## config.mk

```make
export PLATFORM = sky130hd
export DESIGN_NAME = factor_check_seq
export DESIGN_NICKNAME = d
export VERILOG_FILES = /design/src/rtl/factor_pkg.sv /design/src/rtl/factor_mul_dp.sv /design/src/rtl/factor_check_seq.sv
export SDC_FILE = /design/constraint.sdc
export NUM_CORES = 1
export LEC_CHECK = 0
export CORE_MARGIN = 2
export CORE_UTILIZATION = 35
export CTS_BUF_LIST = sky130_fd_sc_hd__clkbuf_4 sky130_fd_sc_hd__clkbuf_8
export DETAILED_ROUTE_END_ITERATION = 12
export HOLD_SLACK_MARGIN = 0.12
export SLEW_MARGIN = 20
export SYNTH_ARGS = -nofsm -noshare
export SYNTH_HDL_FRONTEND = slang
export SYNTH_HIERARCHICAL = 1
export SYNTH_SLANG_ARGS = --single-unit
```

## constraint.sdc

```tcl
create_clock -name clk -period 5.4 [get_ports clk]
set_clock_uncertainty 0.15 [all_clocks]
set_input_delay 1.08 -clock clk [delete_from_list [all_inputs] [get_ports clk]]
set_output_delay 1.08 -clock clk [all_outputs]
set_load 0.03 [all_outputs]
```

## src/rtl/factor_pkg.sv

```systemverilog
// Shared types and sizing helpers for the sequential factorization checker.
// Used by factor_check_seq and factor_mul_dp.
package factor_pkg;

  typedef enum logic [1:0] {
    IDLE,
    RUN,
    DONE
  } state_t;

  localparam int W_DEFAULT = 6;

  // Counter must be able to hold W itself.
  function automatic int cnt_width(input int w);
    return $clog2(w + 1);
  endfunction

endpackage

```

## src/rtl/factor_mul_dp.sv

```systemverilog
// Shift-add multiplier datapath: one multiplier bit is consumed per step,
// accumulating a 2W-bit product that cannot overflow.
module factor_mul_dp
  import factor_pkg::*;
#(
  parameter int W = W_DEFAULT
) (
  input  logic           clk,
  input  logic           rst,
  input  logic           i_load,
  input  logic           i_step,
  input  logic [W-1:0]   i_mcand,
  input  logic [W-1:0]   i_mplier,
  output logic [2*W-1:0] o_acc
);

  logic [2*W-1:0] r_mcand;
  logic [W-1:0]   r_mplier;
  logic [2*W-1:0] r_acc;

  always_ff @(posedge clk) begin
    if (rst) begin
      r_mcand  <= '0;
      r_mplier <= '0;
      r_acc    <= '0;
    end else if (i_load) begin
      r_mcand  <= {{W{1'b0}}, i_mcand};
      r_mplier <= i_mplier;
      r_acc    <= '0;
    end else if (i_step) begin
      if (r_mplier[0]) begin
        r_acc <= r_acc + r_mcand;
      end
      r_mcand  <= r_mcand << 1;
      r_mplier <= r_mplier >> 1;
    end
  end

  assign o_acc = r_acc;

endmodule

```

## src/rtl/factor_check_seq.sv

```systemverilog
// Sequential factorization checker: reports whether a == i1*i2 after W shift-add cycles.
// Optional macro FACTOR_NONTRIVIAL_EN additionally requires i1>=2 and i2>=2 for is_factor.
module factor_check_seq
  import factor_pkg::*;
#(
  parameter int W = W_DEFAULT
) (
  input  logic           clk,
  input  logic           rst,
  input  logic           in_valid,
  output logic           in_ready,
  input  logic [W-1:0]   i1,
  input  logic [W-1:0]   i2,
  input  logic [2*W-1:0] a,
  output logic           res_valid,
  input  logic           res_ready,
  output logic           is_factor,
  output logic [2*W-1:0] product
);

  localparam int CNT_W = cnt_width(W);
  localparam logic [CNT_W-1:0] LAST_CNT = CNT_W'(W - 1);

  state_t           r_state;
  state_t           w_next;
  logic [CNT_W-1:0] r_cnt;
  logic [2*W-1:0]   r_a;
  logic [2*W-1:0]   w_acc;
  logic             w_load;
  logic             w_step;
  logic             w_match;

  factor_mul_dp #(.W(W)) u_dp (
    .clk      (clk),
    .rst      (rst),
    .i_load   (w_load),
    .i_step   (w_step),
    .i_mcand  (i1),
    .i_mplier (i2),
    .o_acc    (w_acc)
  );

  always_ff @(posedge clk) begin
    if (rst) begin
      r_state <= IDLE;
    end else begin
      r_state <= w_next;
    end
  end

  always_comb begin
    w_next    = r_state;
    w_load    = 1'b0;
    w_step    = 1'b0;
    in_ready  = 1'b0;
    res_valid = 1'b0;
    case (r_state)
      IDLE: begin
        in_ready = 1'b1;
        if (in_valid) begin
          w_load = 1'b1;
          w_next = RUN;
        end
      end
      RUN: begin
        w_step = 1'b1;
        if (r_cnt == LAST_CNT) begin
          w_next = DONE;
        end
      end
      DONE: begin
        res_valid = 1'b1;
        if (res_ready) begin
          w_next = IDLE;
        end
      end
      default: w_next = IDLE;
    endcase
  end

  always_ff @(posedge clk) begin
    if (rst) begin
      r_cnt <= '0;
      r_a   <= '0;
    end else if (w_load) begin
      r_cnt <= '0;
      r_a   <= a;
    end else if (w_step) begin
      r_cnt <= r_cnt + CNT_W'(1);
    end
  end

  assign w_match = (w_acc == r_a);
  assign product = (r_state == DONE) ? w_acc : '0;

`ifdef FACTOR_NONTRIVIAL_EN
  logic r_nontriv;

  // Decided at accept time so operands need not be held for the whole job.
  always_ff @(posedge clk) begin
    if (rst) begin
      r_nontriv <= 1'b0;
    end else if (w_load) begin
      r_nontriv <= (i1 > W'(1)) && (i2 > W'(1));
    end
  end

  assign is_factor = (r_state == DONE) && w_match && r_nontriv;
`else
  assign is_factor = (r_state == DONE) && w_match;
`endif

endmodule

```

==> results.txt, run 1 <==
Ant. Diodes - 0
TNS Setup - 0 ps
Pre-CTS setup slack - 1860 ps
Seq pwr share - 53.9%
Predominant post-synthesis flop cell - dfxtp_1
Clk slew on worst S/H paths - 90 ps
Iteration-0 DRC Markers - 155
Die area - 8280 sq um
Layout area overhead - 21.1%
Via-to-Cell Ratio - 5.01
Mapped Cells - 321
IO Port Bufs - 42
Initial Utilization - 36.3%
Critical path class - flip-flop to output pin
Post-cts gate resize count - 0
Critical path data required time - 4170 ps
First drt pass iteration count - 4
Storage cell area - 941 sq um
EDFF count, synth - 0
Die height - 91.0 um
Hpwl dp - 4420 um
Final Worst Setup Slack - 1750 ps
Seq cells post-synth - 47
# placed instances - 448
Antenna violations before repair - 0
Clock Latency Late Sink - 310 ps
Total design power - 688 uW
Synth unique cells - 52
Final Hold Viols - 0
Outcome - complete, no violations
RSZ-0062 raised after global routing - false
Final std cells w/o fill - 456
Clk pwr share - 31.8%
Largest net degree at the start of global routing - 44
Post-CTS Setup Bufs - 0
Endpoint class of the critical path - output pin
Internal Pwr Total - 499 uW
Max Slew Vio Count - 0
Routability cong. - 0.832
Slowest cell on crit path - clkdlybuf4s50_1
Global-route wire length before repair - 9910 um
Worst setup SP type - flip-flop
WP data arrival - 2420 ps
Buffers & Inverters on Critical Path - 1
Num rows - 31
PD cells - 214 nW/um^2
Fin crit share - 67.6%
Yosys top cell by area - dfxtp_1
Synth warn - 6
Grt total ovfl - 0
Top-count cell post-synth - dfxtp_1
CP peak stage delay - 710 ps
Met2 Resource Use GR - 22.9%
CTS buffer count - 5
Share of the synthesized area in the top cell type - 35.5%
Core ar. - 7290 sq um
Layout cells sized above 1 - 7.00%
FMAX - 274 MHz
Max-cap violations - 0
Syn_area_per_cell - 8.26 sq um
Met1 GRT Util - 19.9%
Sw Share - 27.4%
Core Util, Final - 44.0%
Clock Tree Buf Depth - 2
Die X-Extent - 91.0 um
Leakage - 0.00121 uW
Clk sink count - 47
Slew at the pin closest to its max-slew limit - 836 ps
Routed Wire Length - 5940 um
Routed via count - 2286
Vias in the first global route - 2122
Area of the multi-input gates - 1590 sq um
Synth area leaders - dfxtp_1 36%, a21oi_1 6.6%, nand2_1 6.5%
I/O pin count - 43
Endpoints failing setup - 0
Gate power share - 14.3%
GR peak layer - met2
CP cell instances - nor2b_1 > nand2_1 > nor4_1 > clkdlybuf4s50_1
Min-delay worst type - flip-flop to flip-flop
Period minus WS final - 3650 ps
Clock tree from TritonCTS - built
Fillcell total - 768
Seq/Total Area, Yosys - 35.5%
Grt met3 use - 3.90%
Most instantiated cells after synthesis - 47 x dfxtp_1, 46 x nand2_1, 42 x nor2_1, 35 x a21oi_1, 17 x mux2i_1
IR Drop Worst-Case VDD - 94.0 uV
Slew headroom - 44.2%
Synth Cell Area - 2650 sq um
Delay-heaviest family, CP - simple AND/OR/NAND/NOR gates
Psw - 188 uW
Post-route DRC - 0
Hold Buf Count CTS - 0
Net Count, Synth - 363
Post-DRT Antenna Nets - 0
Drt wl/cell - 13.0 um
Async S/R FF share, synth - 0%
Crit path max fanout - 15
Nets@finish - 398
Root buf cell - clkbuf_8
GRT Total Usage - 14.6%
H-tree Lvls - 2
## cells in the final DEF (no fill, tap or decap), types with 5 or more instances in the layout
| cell type | n |
|---|---|
| and2_1 | 15 |
| clkbuf_8 | 5 |
| a21oi_1 | 35 |
| clkdlybuf4s50_1 | 42 |
| nand2_1 | 46 |
| nor2_1 | 42 |
| xnor2_1 | 16 |
| ha_1 | 13 |
| mux2i_1 | 17 |
| a21oi_2 | 6 |
| dfxtp_1 | 47 |
| inv_1 | 6 |
## area by class of cell
cell class / instances / area share [%]
Multi-Input combinational cell: 251 / 49.5
Sequential cell: 47 / 29.3
Timing Repair Buffer: 44 / 13.6
Tap cell: 99 / 3.86
Clock buffer: 5 / 2.15
Inverter: 7 / 0.975
Clock inverter: 3 / 0.585
## stage by stage
stage	instance area (sq um)	hold slack, ps
3_3_place_gp	3120	317
3_5_place_dp	3120	315
5_1_grt	3210	345
2_1_floorplan	2650	299
4_1_cts	3210	328
6_report	3210	324
## tightest hold or removal path, delay by kind of cell, from the launching register on
| family | cells | cell delay, ps |
|---|---|---|
| AOI/OAI and AO/OA | 1 | 50 |
| DFF | 1 | 330 |
| and+or+nand+nor | 1 | 60 |
## worst paths after layout
check	from	endpoint	slack, ps	cells after the start
worst max-delay path	r_state[1]	is_factor	1750	4
worst min-delay path	r_a[11]	r_a[11]	320	2
worst max register to register	u_dp/o_acc[0]	u_dp/o_acc[10]	2700	7
worst min register to register	r_a[11]	r_a[11]	320	2
## per-layer routing
metal | vias to the layer above | part of all wire [%]
li1 | 1180 | -
met1 | 1049 | 51
met2 | 52 | 43
met3 | 5 | 5.2
met4 | 0 | 1.1
met5 | - | 0
## logic make-up (layout without fill, tap and decap cells)
family	count (synthesis)	in the layout	synth area share [%]
and+or+nand+nor	137	137	24.5
AOI/OAI and AO/OA	65	65	16.1
DFF	47	47	35.5
buffers and inverters	23	59	4.63
xor gates and xnor gates	18	18	5.95
muxes	17	17	6.42
adders and majority gates	14	14	6.89
## sequential cells by signal (all words and copies together), names as in the netlist
name	flops
u_dp/o_acc	12
r_cnt	3
r_a	12
u_dp/r_mplier	6
r_state	2
u_dp/r_mcand	12
## power by group through the flow
stage                     sequential (uW)  combinational (uW)  clock [uW]
final                                 371                98.4         219
after global routing                  373                 110         240
after CTS                             371                99.1         225
after detailed placement              379                98.6           0
after global placement                379                97.5           0
after floorplan                       376                71.0           0
Note: power is estimated with default switching activity, not from simulation.
==> run 2, diff against run 1 <==
==> constraint.sdc (replaced) <==
create_clock -name clk -period 3.4 [get_ports clk]
set_clock_uncertainty 0.15 [all_clocks]
set_input_delay 0.68 -clock clk [delete_from_list [all_inputs] [get_ports clk]]
set_output_delay 0.68 -clock clk [all_outputs]
set_load 0.03 [all_outputs]
==> run 2 against run 1 <==
- core utilization is 0.36 points higher
- power is 62% higher
- highest routed layer unchanged
- first-iteration DRC count is 47% lower
- largest cell class unchanged
==> results.txt, run 2 (synthesized netlist as in run 1, its figures left out) <==
Endpoint class of the critical path - output pin
Layout cells sized above 1 - 7.52% (+0.52 points)
Die height - 91.0 um (unchanged)
Hpwl dp - 4530 um (+2.6%)
Routed via count - 2279 (-0.31%)
I/O pin count - 43 (unchanged)
WP data arrival - 2160 ps (-260 ps)
Clk slew on worst S/H paths - 90 ps (about the same)
Via-to-Cell Ratio - 4.98 (-0.74%)
Clock Tree Buf Depth - 2 (unchanged)
Clock tree from TritonCTS - built
Layout area overhead - 22.0%
Post-route DRC - 0 (unchanged)
Worst setup SP type - flip-flop
FMAX - 334 MHz
Post-cts gate resize count - 0 (unchanged)
Critical path class - flip-flop to output pin
Drt wl/cell - 13.5 um (+3.7%)
Final std cells w/o fill - 458 (+0.44%)
Antenna violations before repair - 0 (unchanged)
Die area - 8280 sq um (unchanged)
Final Hold Viols - 0 (unchanged)
Max Slew Vio Count - 0 (unchanged)
Post-DRT Antenna Nets - 0 (unchanged)
TNS Setup - 0 ps (unchanged)
R2R Path Start - u_dp/o_acc[0]
H-tree Lvls - 2 (unchanged)
Hold Buf Count CTS - 0 (unchanged)
CTS buffer count - 5 (unchanged)
Slew headroom - 69.9% (+26 points)
Initial Utilization - 36.3% (unchanged)
End of the worst hold path - r_a[10]
Iteration-0 DRC Markers - 82 (-47%)
Nets@finish - 400 (+0.50%)
Hold Path Stages - 2 (unchanged)
Global-route wire length before repair - 10200 um (+3.3%)
Fillcell total - 759 (-1.2%)
Buffers & Inverters on Critical Path - 1 (unchanged)
Fin crit share - 88.1%
First drt pass iteration count - 4 (unchanged)
Core ar. - 7290 sq um (unchanged)
Period minus WS final - 2990 ps
Num rows - 31 (unchanged)
Root buf cell - clkbuf_8
RSZ-0062 raised after global routing - false
Ant. Diodes - 0 (unchanged)
Min-delay worst type - flip-flop to flip-flop
IO Port Bufs - 42 (unchanged)
Routed Wire Length - 6190 um (+4.2%)
Outcome - complete, no violations
GRT Total Usage - 15.2% (+0.57 points)
Max-cap violations - 0 (unchanged)
Most common cell after layout, fill and taps aside - dfxtp_1
Critical path data required time - 2570 ps (-1600 ps)
CP cell instances - nor2b_1 > nand2_1 > nor4_1 > clkdlybuf4s50_1
# placed instances - 450 (+0.45%)
Hold_sp - r_a[10]
R2R Path End - u_dp/o_acc[10]
Clock Latency Late Sink - 310 ps (about the same)
Delay-heaviest family, CP - buffers and inverters
Clk sink count - 47 (unchanged)
Die X-Extent - 91.0 um (unchanged)
Flop-to-flop setup slack - 750 ps (-1950 ps)
Grt total ovfl - 0 (unchanged)
Post-CTS Setup Bufs - 0 (unchanged)
Leakage - 0.00122 uW (+0.79%)
Largest net degree at the start of global routing - 43 (-2.3%)
Commonest non-fill, non-tap cells in the layout - 47 x dfxtp_1, 46 x nand2_1, 42 x nor2_1, 42 x clkdlybuf4s50_1, 35 x a21oi_1
Crit path max fanout - 5 (-10)
IR Drop Worst-Case VDD - 173 uV (+85%)
CP peak stage delay - 740 ps (+30 ps)
R2R cell count - 7 (unchanged)
Vias in the first global route - 2155 (+1.6%)
Slowest cell on crit path - clkdlybuf4s50_1
Slew at the pin closest to its max-slew limit - 452 ps (-384 ps)
Endpoints failing setup - 0 (unchanged)
PD cells - 345 nW/um^2 (+61%)
Routability cong. - 0.878 (+5.4%)
==> run 2: layout make-up <==
class | instances | area (sq um) | area share [%]
tap | 99 | 124 | 3.83
inverter | 7 | 31.3 | 0.967
clock buffer | 6 | 82.6 | 2.55
timing repair buffer | 46 | 450 | 13.9
multi-input combinational | 251 | 1590 | 49.1
clock inverter | 2 | 16.3 | 0.503
sequential | 47 | 941 | 29.1
==> run 2: per-stage QoR <==
step	setup slack, ps	hold slack (ps)	total power [uW]	area, sq um	utilization, %
2_1_floorplan	896	299	709	2650	-
3_3_place_gp	557	308	758	3140	43.0
3_5_place_dp	485	315	760	3140	43.0
4_1_cts	389	329	1130	3230	44.4
5_1_grt	287	345	1160	3230	44.4
6_report	405	327	1120	3230	44.4
==> run 2: how the worst max path moves through the flow <==
stage                endpoint  slack [ps]  cells after the start  startpoint
2_1_floorplan  u_dp/o_acc[10]         900                      9    in_valid
3_3_place_gp   u_dp/o_acc[10]         560                      8    in_valid
3_5_place_dp   u_dp/o_acc[10]         480                      8    in_valid
4_1_cts            product[0]         390                      4  r_state[1]
5_1_grt            product[0]         290                      4  r_state[1]
6_report            is_factor         410                      4  r_state[1]
==> run 2: worst register-to-register path: cells and delay by family, from the launching register on <==
kind	cells	cell delay (ps)
DFF	1	370
AOI/OAI and AO/OA	3	900
and+or+nand+nor	2	460
adders and majority gates	2	650
==> run 2: metal layers <==
metal  share of wire [%]  GRT usage [%]  up-vias
li1                    -              -     1183
met1                  50           20.0     1036
met2                  44           24.5       52
met3                 4.2           3.07        8
met4                 1.6           5.81        0
met5                   0              0        -
==> run 2: report_power, final <==
part,internal [uW],switching [uW],total (uW)
Clock,166,203,369
Sequential,572,17.2,589
Combinational,77.3,79.7,157
Total,815,300,1120
